**src/rtl/thread_scheduler.sv**
```systemverilog
// Per-thread PC owner and round-robin fetch arbiter for a fine-grained multithreaded pipeline.
// Optional per-thread issue counters are enabled with `define SCHED_ISSUE_CNT_EN.
module thread_scheduler #(
  parameter int          N_THREADS  = 8,
  parameter logic [31:0] PC_RESET   = 32'h1000,
  parameter logic [31:0] EXC_VECTOR = 32'h2000,
  parameter int          TID_W      = $clog2(N_THREADS)
) (
  input  logic                   clk,
  input  logic                   rst,
  input  logic [N_THREADS-1:0]   stalled,
  input  logic                   miss_en,
  input  logic [TID_W-1:0]       miss_thread,
  input  logic [31:0]            miss_pc,
  input  logic                   fill_en,
  input  logic [N_THREADS-1:0]   wb_pc_en,
  input  logic [31:0]            wb_pc_data,
  input  logic                   exc_en,
  input  logic [TID_W-1:0]       exc_thread,
  // if_valid qualifies if_thread/if_pc; IF has no back-pressure, so a
  // presented fetch is consumed in the cycle it is valid.
  output logic                   if_valid,
  output logic [TID_W-1:0]       if_thread,
  output logic [31:0]            if_pc,
  output logic [32*N_THREADS-1:0] pc_flat,
`ifdef SCHED_ISSUE_CNT_EN
  input  logic [TID_W-1:0]       cnt_sel,
  output logic [31:0]            cnt_val,
`endif
  output logic [N_THREADS-1:0]   waiting
);

  typedef enum logic {ST_RUN = 1'b0, ST_WAIT_MEM = 1'b1} thr_state_e;

  thr_state_e           state_q [N_THREADS];
  thr_state_e           state_d [N_THREADS];
  logic [31:0]          pc_q    [N_THREADS];
  logic [31:0]          pc_d    [N_THREADS];
  logic [TID_W-1:0]     rr_q;
  logic [TID_W-1:0]     win;
  logic [TID_W-1:0]     idx;
  logic                 found;
  logic [N_THREADS-1:0] exc_hit;
  logic [N_THREADS-1:0] miss_hit;
  logic [N_THREADS-1:0] eligible;

  always_comb begin
    exc_hit  = '0;
    miss_hit = '0;
    eligible = '0;
    for (int t = 0; t < N_THREADS; t++) begin
      exc_hit[t]  = exc_en  && (exc_thread  == TID_W'(t));
      miss_hit[t] = miss_en && (miss_thread == TID_W'(t));
      eligible[t] = (state_q[t] == ST_RUN) && !stalled[t] && !exc_hit[t]
                    && !miss_hit[t] && !wb_pc_en[t];
    end
  end

  // Search starts just after the last winner; i == N_THREADS wraps back to rr itself.
  always_comb begin
    found = 1'b0;
    win   = '0;
    idx   = '0;
    for (int i = 1; i <= N_THREADS; i++) begin
      idx = rr_q + TID_W'(i);
      if (!found && eligible[idx]) begin
        found = 1'b1;
        win   = idx;
      end
    end
  end

  always_comb begin
    for (int t = 0; t < N_THREADS; t++) begin
      state_d[t] = state_q[t];
      pc_d[t]    = pc_q[t];
      if (fill_en && state_q[t] == ST_WAIT_MEM) state_d[t] = ST_RUN;
      if (exc_hit[t]) begin
        pc_d[t]    = EXC_VECTOR;
        state_d[t] = ST_RUN;
      end else if (wb_pc_en[t]) begin
        pc_d[t]    = wb_pc_data;
        state_d[t] = ST_RUN;
      end else if (miss_hit[t]) begin
        // A miss is newer than any fill arriving in the same cycle.
        pc_d[t]    = miss_pc;
        state_d[t] = ST_WAIT_MEM;
      end else if (found && win == TID_W'(t)) begin
        pc_d[t]    = pc_q[t] + 32'd4;
      end
    end
  end

  always_ff @(posedge clk or negedge rst) begin
    if (!rst) begin
      for (int t = 0; t < N_THREADS; t++) begin
        state_q[t] <= ST_RUN;
        pc_q[t]    <= PC_RESET;
      end
      rr_q      <= TID_W'(N_THREADS - 1);
      if_valid  <= 1'b0;
      if_thread <= '0;
      if_pc     <= '0;
    end else begin
      for (int t = 0; t < N_THREADS; t++) begin
        state_q[t] <= state_d[t];
        pc_q[t]    <= pc_d[t];
      end
      if_valid <= found;
      if (found) begin
        if_thread <= win;
        if_pc     <= pc_q[win];
        rr_q      <= win;
      end
    end
  end

  always_comb begin
    pc_flat = '0;
    waiting = '0;
    for (int t = 0; t < N_THREADS; t++) begin
      pc_flat[32*t +: 32] = pc_q[t];
      waiting[t]          = (state_q[t] == ST_WAIT_MEM);
    end
  end

`ifdef SCHED_ISSUE_CNT_EN
  logic [31:0] cnt_q [N_THREADS];

  always_ff @(posedge clk or negedge rst) begin
    if (!rst) begin
      for (int t = 0; t < N_THREADS; t++) cnt_q[t] <= '0;
      cnt_val <= '0;
    end else begin
      for (int t = 0; t < N_THREADS; t++) begin
        if (found && win == TID_W'(t) && cnt_q[t] != 32'hFFFF_FFFF)
          cnt_q[t] <= cnt_q[t] + 32'd1;
      end
      cnt_val <= cnt_q[cnt_sel];
    end
  end
`endif

endmodule

```
**config.mk**
```make
export PLATFORM = sky130hd
export DESIGN_NAME = thread_scheduler
export DESIGN_NICKNAME = d
export VERILOG_FILES = /design/src/rtl/thread_scheduler.sv
export SDC_FILE = /design/constraint.sdc
export NUM_CORES = 1
export LEC_CHECK = 0
export CAP_MARGIN = 20
export CORE_MARGIN = 2
export CORE_UTILIZATION = 25
export DETAILED_ROUTE_END_ITERATION = 10
export PLACE_DENSITY = 0.44
export SYNTH_ARGS = -nofsm -noshare
export SYNTH_HDL_FRONTEND = slang
export SYNTH_SLANG_ARGS = --single-unit
```
**constraint.sdc**
```tcl
create_clock -name clk -period 5.3 [get_ports clk]
set_input_delay 1.06 -clock clk [delete_from_list [all_inputs] [get_ports clk]]
set_output_delay 1.06 -clock clk [all_outputs]
set_load 0.05 [all_outputs]
```
**Word-level counts from Yosys, hierarchy flattened**

Cells that the tools add are included.

- Output and inout bits: 300
- Bits in registers: 303
- Word-level logic and storage cells: 302

- Eq/ne operators: 21
- $lt $le $gt $ge: 9
- Bitwise operators: 9
- Add/subtract/negate cells: 15
- Mux-type cells: 99
- Reduce and logical (&&, ||, !) cells: 129

Operators with widths:

| operator | number |
|---|---|
| 32-bit two-way mux | 34 |
| 32-bit by 3-bit adder with 32-bit output (second input constant) | 8 |
| 32-bit binary-select mux with 3-bit select | 1 |
| 1-bit logical AND | 71 |
| 4-bit nonzero test | 16 |
| 1-bit two-way mux | 48 |
| 1-bit zero test | 39 |
| 3-bit equality test (second input constant) | 12 |
| 3-bit by 4-bit < comparator with 1-bit output (second input constant) | 8 |
| 1-bit binary-select mux with 3-bit select | 8 |
| 3-bit two-way mux | 8 |
| 3-bit by 2-bit equality test with 1-bit output (second input constant) | 6 |
| 3-bit adder (second input constant) | 4 |
| 3-bit by 1-bit equality test with 1-bit output (second input constant) | 3 |
| 3-bit zero test | 3 |
| 1-bit NOT | 8 |
| 3-bit by 2-bit adder with 3-bit output (second input constant) | 2 |
| 4-bit greater-or-equal comparator (second input constant) | 1 |
| 3-bit NOT with 4-bit output | 1 |
| 3-bit by 1-bit adder with 3-bit output (second input constant) | 1 |

**Logic depth before layout (Yosys ltp)**

- Depth in word-level cells: 36
- Gate-level depth with buffers: 18
- Depth with buffers taken out: 12

**Worst setup path after synthesis**

No wires, ideal clock.

- Path kind: input -> register
- From: input port miss_thread[0]
- To: register if_pc[3]
- Slack: 0.341 ns
- Library setup time: 0.126 ns
- Stages on the path: 13
- Data required time: 5.174 ns
- Data arrival time: 4.833 ns
- Cell sequence: or4b_1 > buf_2 > nor4bb_1 > mux4_2 > mux2i_4 > nand3_1 > or3_4 > nand3b_1 > a211oi_2 > buf_4 > buf_6 > mux4_2 > a221o_1

- Cells in the longest elaborated chain, start to end: 33
- Elaborated cells on any way between the ends: 90
- Classes of those cells: eq/ne: 7; mux: 35; bitwise: 1; reduce/logical: 47

RTL lines:

| what | RTL line | text |
|---|---|---|
| start, declared | 13 | `input logic [TID_W-1:0] miss_thread,` |
| 3-bit by 1-bit equality test with 1-bit output, or another cell as far along | 53 | `miss_hit[t] = miss_en && (miss_thread == TID_W'(t));` |
| 1-bit logical AND | 53 |  |
| 1-bit zero test | 55 | `&& !miss_hit[t] && !wb_pc_en[t];` |
| 1-bit logical AND (2 in series) | 55 |  |
| 1-bit binary-select mux with 3-bit select | 66 | `if (!found && eligible[idx]) begin` |
| 1-bit two-way mux (not written as such) | 66 |  |
| 1-bit two-way mux | 66 |  |
| 1-bit zero test | 66 |  |
| [15 not listed] | n/a |  |
| 1-bit logical AND | 66 |  |
| 1-bit two-way mux | 66 |  |
| 1-bit zero test | 66 |  |
| 1-bit logical AND | 66 |  |
| 3-bit two-way mux | 66 |  |
| 3-bit NOT with 4-bit output (not written as such) | 112 | `if_pc <= pc_q[win];` |
| 32-bit binary-select mux with 3-bit select | 112 |  |
| 32-bit two-way mux (not written as such) (2 in series) | 112 |  |
| end signal, assigned | 112 |  |
| end, declared | 24 | `output logic [31:0] if_pc,` |

Parallel ways exist; a longest one is shown, timed or not. The select of a mux whose other input is x is not followed.
A chain may end at the register's enable or synchronous reset.

**Worst setup path in the final report**

- From: input port miss_en
- To: register if_pc[29]

- Cells in the longest elaborated chain, start to end: 32
- Elaborated cells on any way between the ends: 82
- Classes of those cells: mux: 35; bitwise: 1; reduce/logical: 46

RTL lines:

| what | RTL line | text |
|---|---|---|
| start, declared | 12 | `input logic miss_en,` |
| 1-bit logical AND | 53 |  |
| 1-bit zero test | 55 |  |
| 1-bit logical AND (2 in series) | 55 |  |
| 1-bit binary-select mux with 3-bit select | 66 |  |
| 1-bit two-way mux (not written as such) | 66 |  |
| 1-bit two-way mux | 66 |  |
| 1-bit zero test | 66 |  |
| 1-bit logical AND | 66 |  |
| [14 not listed] | n/a |  |
| 1-bit logical AND | 66 |  |
| 1-bit two-way mux | 66 |  |
| 1-bit zero test | 66 |  |
| 1-bit logical AND | 66 |  |
| 3-bit two-way mux | 66 |  |
| 3-bit NOT with 4-bit output (not written as such) | 112 |  |
| 32-bit binary-select mux with 3-bit select | 112 |  |
| 32-bit two-way mux (not written as such) (2 in series) | 112 |  |

Parallel ways exist; a longest one is shown, timed or not. The select of a mux whose other input is x is not followed.

==> summary.md <==
| Metric | Value |
|---|---|
| Status | completed |
| 1st-pass router iterations | 7 |
| Area overhead of the layout relative to synthesis | 31.4% |
| Clock root buffer | clkbuf_16 |
| Initial Utilization | 25.2% |
| CORE AREA | approximately 0.093 sq mm |
| FP Rows | between 100 and 150 |
| Clock Skews | roughly 0.043 ns |
| Maximum number of pins on one net before global-route repair | just over 100 |
| Yosys top cell area share | between 30 and 40% |
| End-of-flow core utilization | between 30% and 40% |
| Final routed DRC violation total | 0 |
| First-pass GRT wire length | between 150 and 200 mm |
| WS Path Type | in -> reg |
| Capture endpoint of the worst hold path | if_thread[0] |
| Fin worst setup slack | 0.225 ns |
| Number of buffers inserted by port buffering | 390 |
| Warnings from Yosys | 0 |
| Fraction of layout cells with a size suffix above 1 | 10.6% |
| Antenna Nets Post-Route | 0 |
| # H-tree levels | 2 |
| Post-synthesis cell type with the largest combined area | dfrtp_1 |
| Portion of the post-synthesis area used by sequential elements | 32.3% |
| X dimension of the die | 311 um |
| Total I/O pin count | between 300 and 400 |
| Net count of the mapped netlist | approximately 3k |
| Hold Path Class | reg -> reg |
| Critical path startpoint category | input pin |
| Worst Setup End Kind | register |
| Number of hold buffers added after cts | 0 |
| Die Ht | 311 um |
| Global placer's final weighted congestion | between 0.8 and 0.9 |
| Top-count cell post-synth | nand2_1 |
| Leading post-synthesis cells by cell area | dfrtp_1 31%, o31ai_1 6.8%, a211oi_1 6.4% |
| Post-synthesis cell type count | 87 |
| Total power divided by cell area | ~900 mW/mm^2 |
| Clock-pin slew reported for the worst setup and hold paths after clock tree synthesis | about 0.06 ns |
| # nets final | 3318 |
| Clock tree from TritonCTS | built |
| Vias in the first global route | approximately 23k |
| Antenna violations before repair | 4 |
| Share of flip-flops with an asynchronous set or reset after synthesis | 100% |
| Static power due to leakage | 11.7 nW |
| Number of instances on the worst hold path | 2 |
| Relative max-transition margin | between 20% and 30% |
| Non-filler instance count after layout | 4503 |
| Average wire per standard cell | about 28 um |
| Sinks on the clock net | between 300 and 400 |
| Cell count after placement | about 4.4k |
| Endpoint of the lowest-slack register-to-register path | if_pc[29] |
| Overall global routing resource usage | roughly 25% |
| Netlist area before placement | roughly 0.024 sq mm |
| Cells traversed along the worst timing path | clkdlybuf4s50_1 > or4bb_2 > and3_1 > mux4_2 > o211a_1 > o41ai_2 > o211ai_1 > a221o_1 > and2_4 > buf_4 > mux2i_1 > o22ai_1 > buf_4 > a221o_1 |
| Die area | approximately 0.097 sq mm |
| Overall overflow remaining after global route | 0 |
| Worst slew pin tran | approximately 1.1 ns |
| Count of cells along the worst register-to-register path | 14 |
| Initial drt markers | 2488 |
| Mapped Avg Cell Area | about 8.1 sq um |
| Commonest cells in the netlist | 381 x nand2_1, 321 x nor2_1, 292 x dfrtp_1 |
| Post-Layout Inst Area | a little over 0.03 sq mm |
| Delay of the slowest critical-path stage | ~0.64 ns |
| Register-to-register path setup slack | about 0.64 ns |
| Total wire length after detailed routing | 124 mm |
| Sum of internal, switching and leakage power | 28.6 mW |
| Max Transition Viols Final | 0 |
| Worst Min Path Start | if_thread[0] |
| Flip-flop cell with the highest count after synthesis | dfrtp_1 |
| Min Tclk post-route | 5.07 ns |
| Number of storage elements in the synthesis netlist | between 300 and 400 |
| Clock Path Buffers | 3 |
| Post-synth EDFFs | 0 |
| Source of the worst register-to-register timing path | rr_q[1] |
| Arrival time at the worst endpoint | ~5.6 ns |
| Final count of negative-setup-slack endpoints | 0 |
| Filler instances | roughly 9.8k |
| Final worst path period share | between 90% and 100% |
| Setup slack at placement | -0.377 ns |
| Estimated wirelength of the detail-placed design | 92.3 mm |
| Number of buffers created by CTS | 41 |
| Req. time, crit path | 5.78 ns |
| Avg Vias per Cell | between 5 and 6 |
| Maximum ir drop on the vdd rail | 0.000668 V |
| Fmax | 197 MHz |
| RSZ-0062 raised after global routing | no |
| Max-cap violations | 0 |
| Detailed-route via count | between 20k and 25k |
| Final hold violations | 0 |
| Library cell contributing the largest single delay on the critical path | or4bb_2 |
| Post-synthesis instance total | 2908 |
| Worst hold margin | slightly below 0.5 ns |
| Clock latency reported for the late side of the worst-skew pair | ~0.60 ns |
| Sum of negative setup slack | 0 ns |
| Cell area after placement | 0.0296 sq mm |
| Worst-path fanout max | 15 |
## cell families after synthesis
| group | Yosys count | share of synthesized area [%] |
|---|---|---|
| compound gates | 907 | 26.3 |
| simple gates | 1025 | 19.9 |
| fa+ha+maj | 10 | 0.532 |
| mux | 125 | 7.51 |
| buf+inv | 343 | 6.25 |
| flops | 303 | 32.3 |
| xor+xnor | 195 | 7.26 |
## layer usage
layer  vias up  GRT usage, %  share of wire [%]
li1      11300             -                  -
met1     12200          36.5                 47
met2      1027          36.8                 43
met3       118          5.43                8.0
met4         0          5.02                2.0
met5         -             0                  0
## state kept, by name (all words and copies together), names as in the netlist
signal     count
if_pc         32
rr_q           3
waiting        8
pc_flat      256
if_valid       1
if_thread      3
## power breakdown
group | switching (mW) | internal (mW)
registers | 2.27 | 3.45
clock network | 1.21 | 1.59
logic | 11.7 | 8.37
total | 15.2 | 13.4
## what timing repair did
action,in CTS,in global routing
setup buffers,0,0
gates resized for setup,0,1
endpoints found under the setup margin,0,1
## cells in the final DEF, fill, tap and decap left out, types with 6 or more instances in the layout
cell type and n:
a2111oi_0 9, clkbuf_8 6, mux2i_1 81, nand2b_1 9, ha_1 10, a211oi_1 200, or3_1 26, o211ai_1 17
o31ai_1 213, a2bb2oi_1 14, a221o_1 20, clkinv_2 7, clkbuf_1 12, dfrtp_1 292, buf_4 154, xnor2_1 57
nand4b_1 7, clkbuf_16 42, and4_1 23, buf_2 8, nand3_1 100, o21ai_0 45, nor2_1 321, mux4_2 40
buf_12 35, nand4_1 35, nor3_1 32, clkdlybuf4s50_1 381, a21oi_1 284, and3_1 43, a311oi_1 25, and2_1 7
dfstp_2 11, xor2_1 138, o22ai_1 22, nand2_1 381, inv_1 28
## worst max-delay path by stage
stage | from | endpoint | depth (start not counted)
after floorplan | miss_thread[0] | if_pc[3] | 13
after global placement | miss_en | if_pc[29] | 18
after detailed placement | miss_en | if_pc[29] | 18
after CTS | miss_en | if_pc[29] | 18
after global routing | miss_thread[2] | pc_flat[173] | 15
final | miss_en | if_pc[29] | 14
## layout make-up
type | count | area (sq um) | share of cell area (%)
sequential | 303 | 7600 | 24.6
multi-input combinational | 2262 | 14600 | 47.3
clock buffer | 60 | 1180 | 3.81
antenna | 4 | 10.0 | 0.0324
timing repair buffer | 579 | 5730 | 18.5
tap | 1254 | 1570 | 5.07
inverter | 30 | 113 | 0.364
clock inverter | 11 | 110 | 0.356
## critical path: cells and delay by family
family | cells | cell delay, ns
AOI/OAI and AO/OA | 6 | 1.56
buffers and inverters | 3 | 0.87
muxes | 2 | 0.87
and+or+nand+nor | 3 | 1.21
No activity file was read; power rests on OpenSTA's default activity.
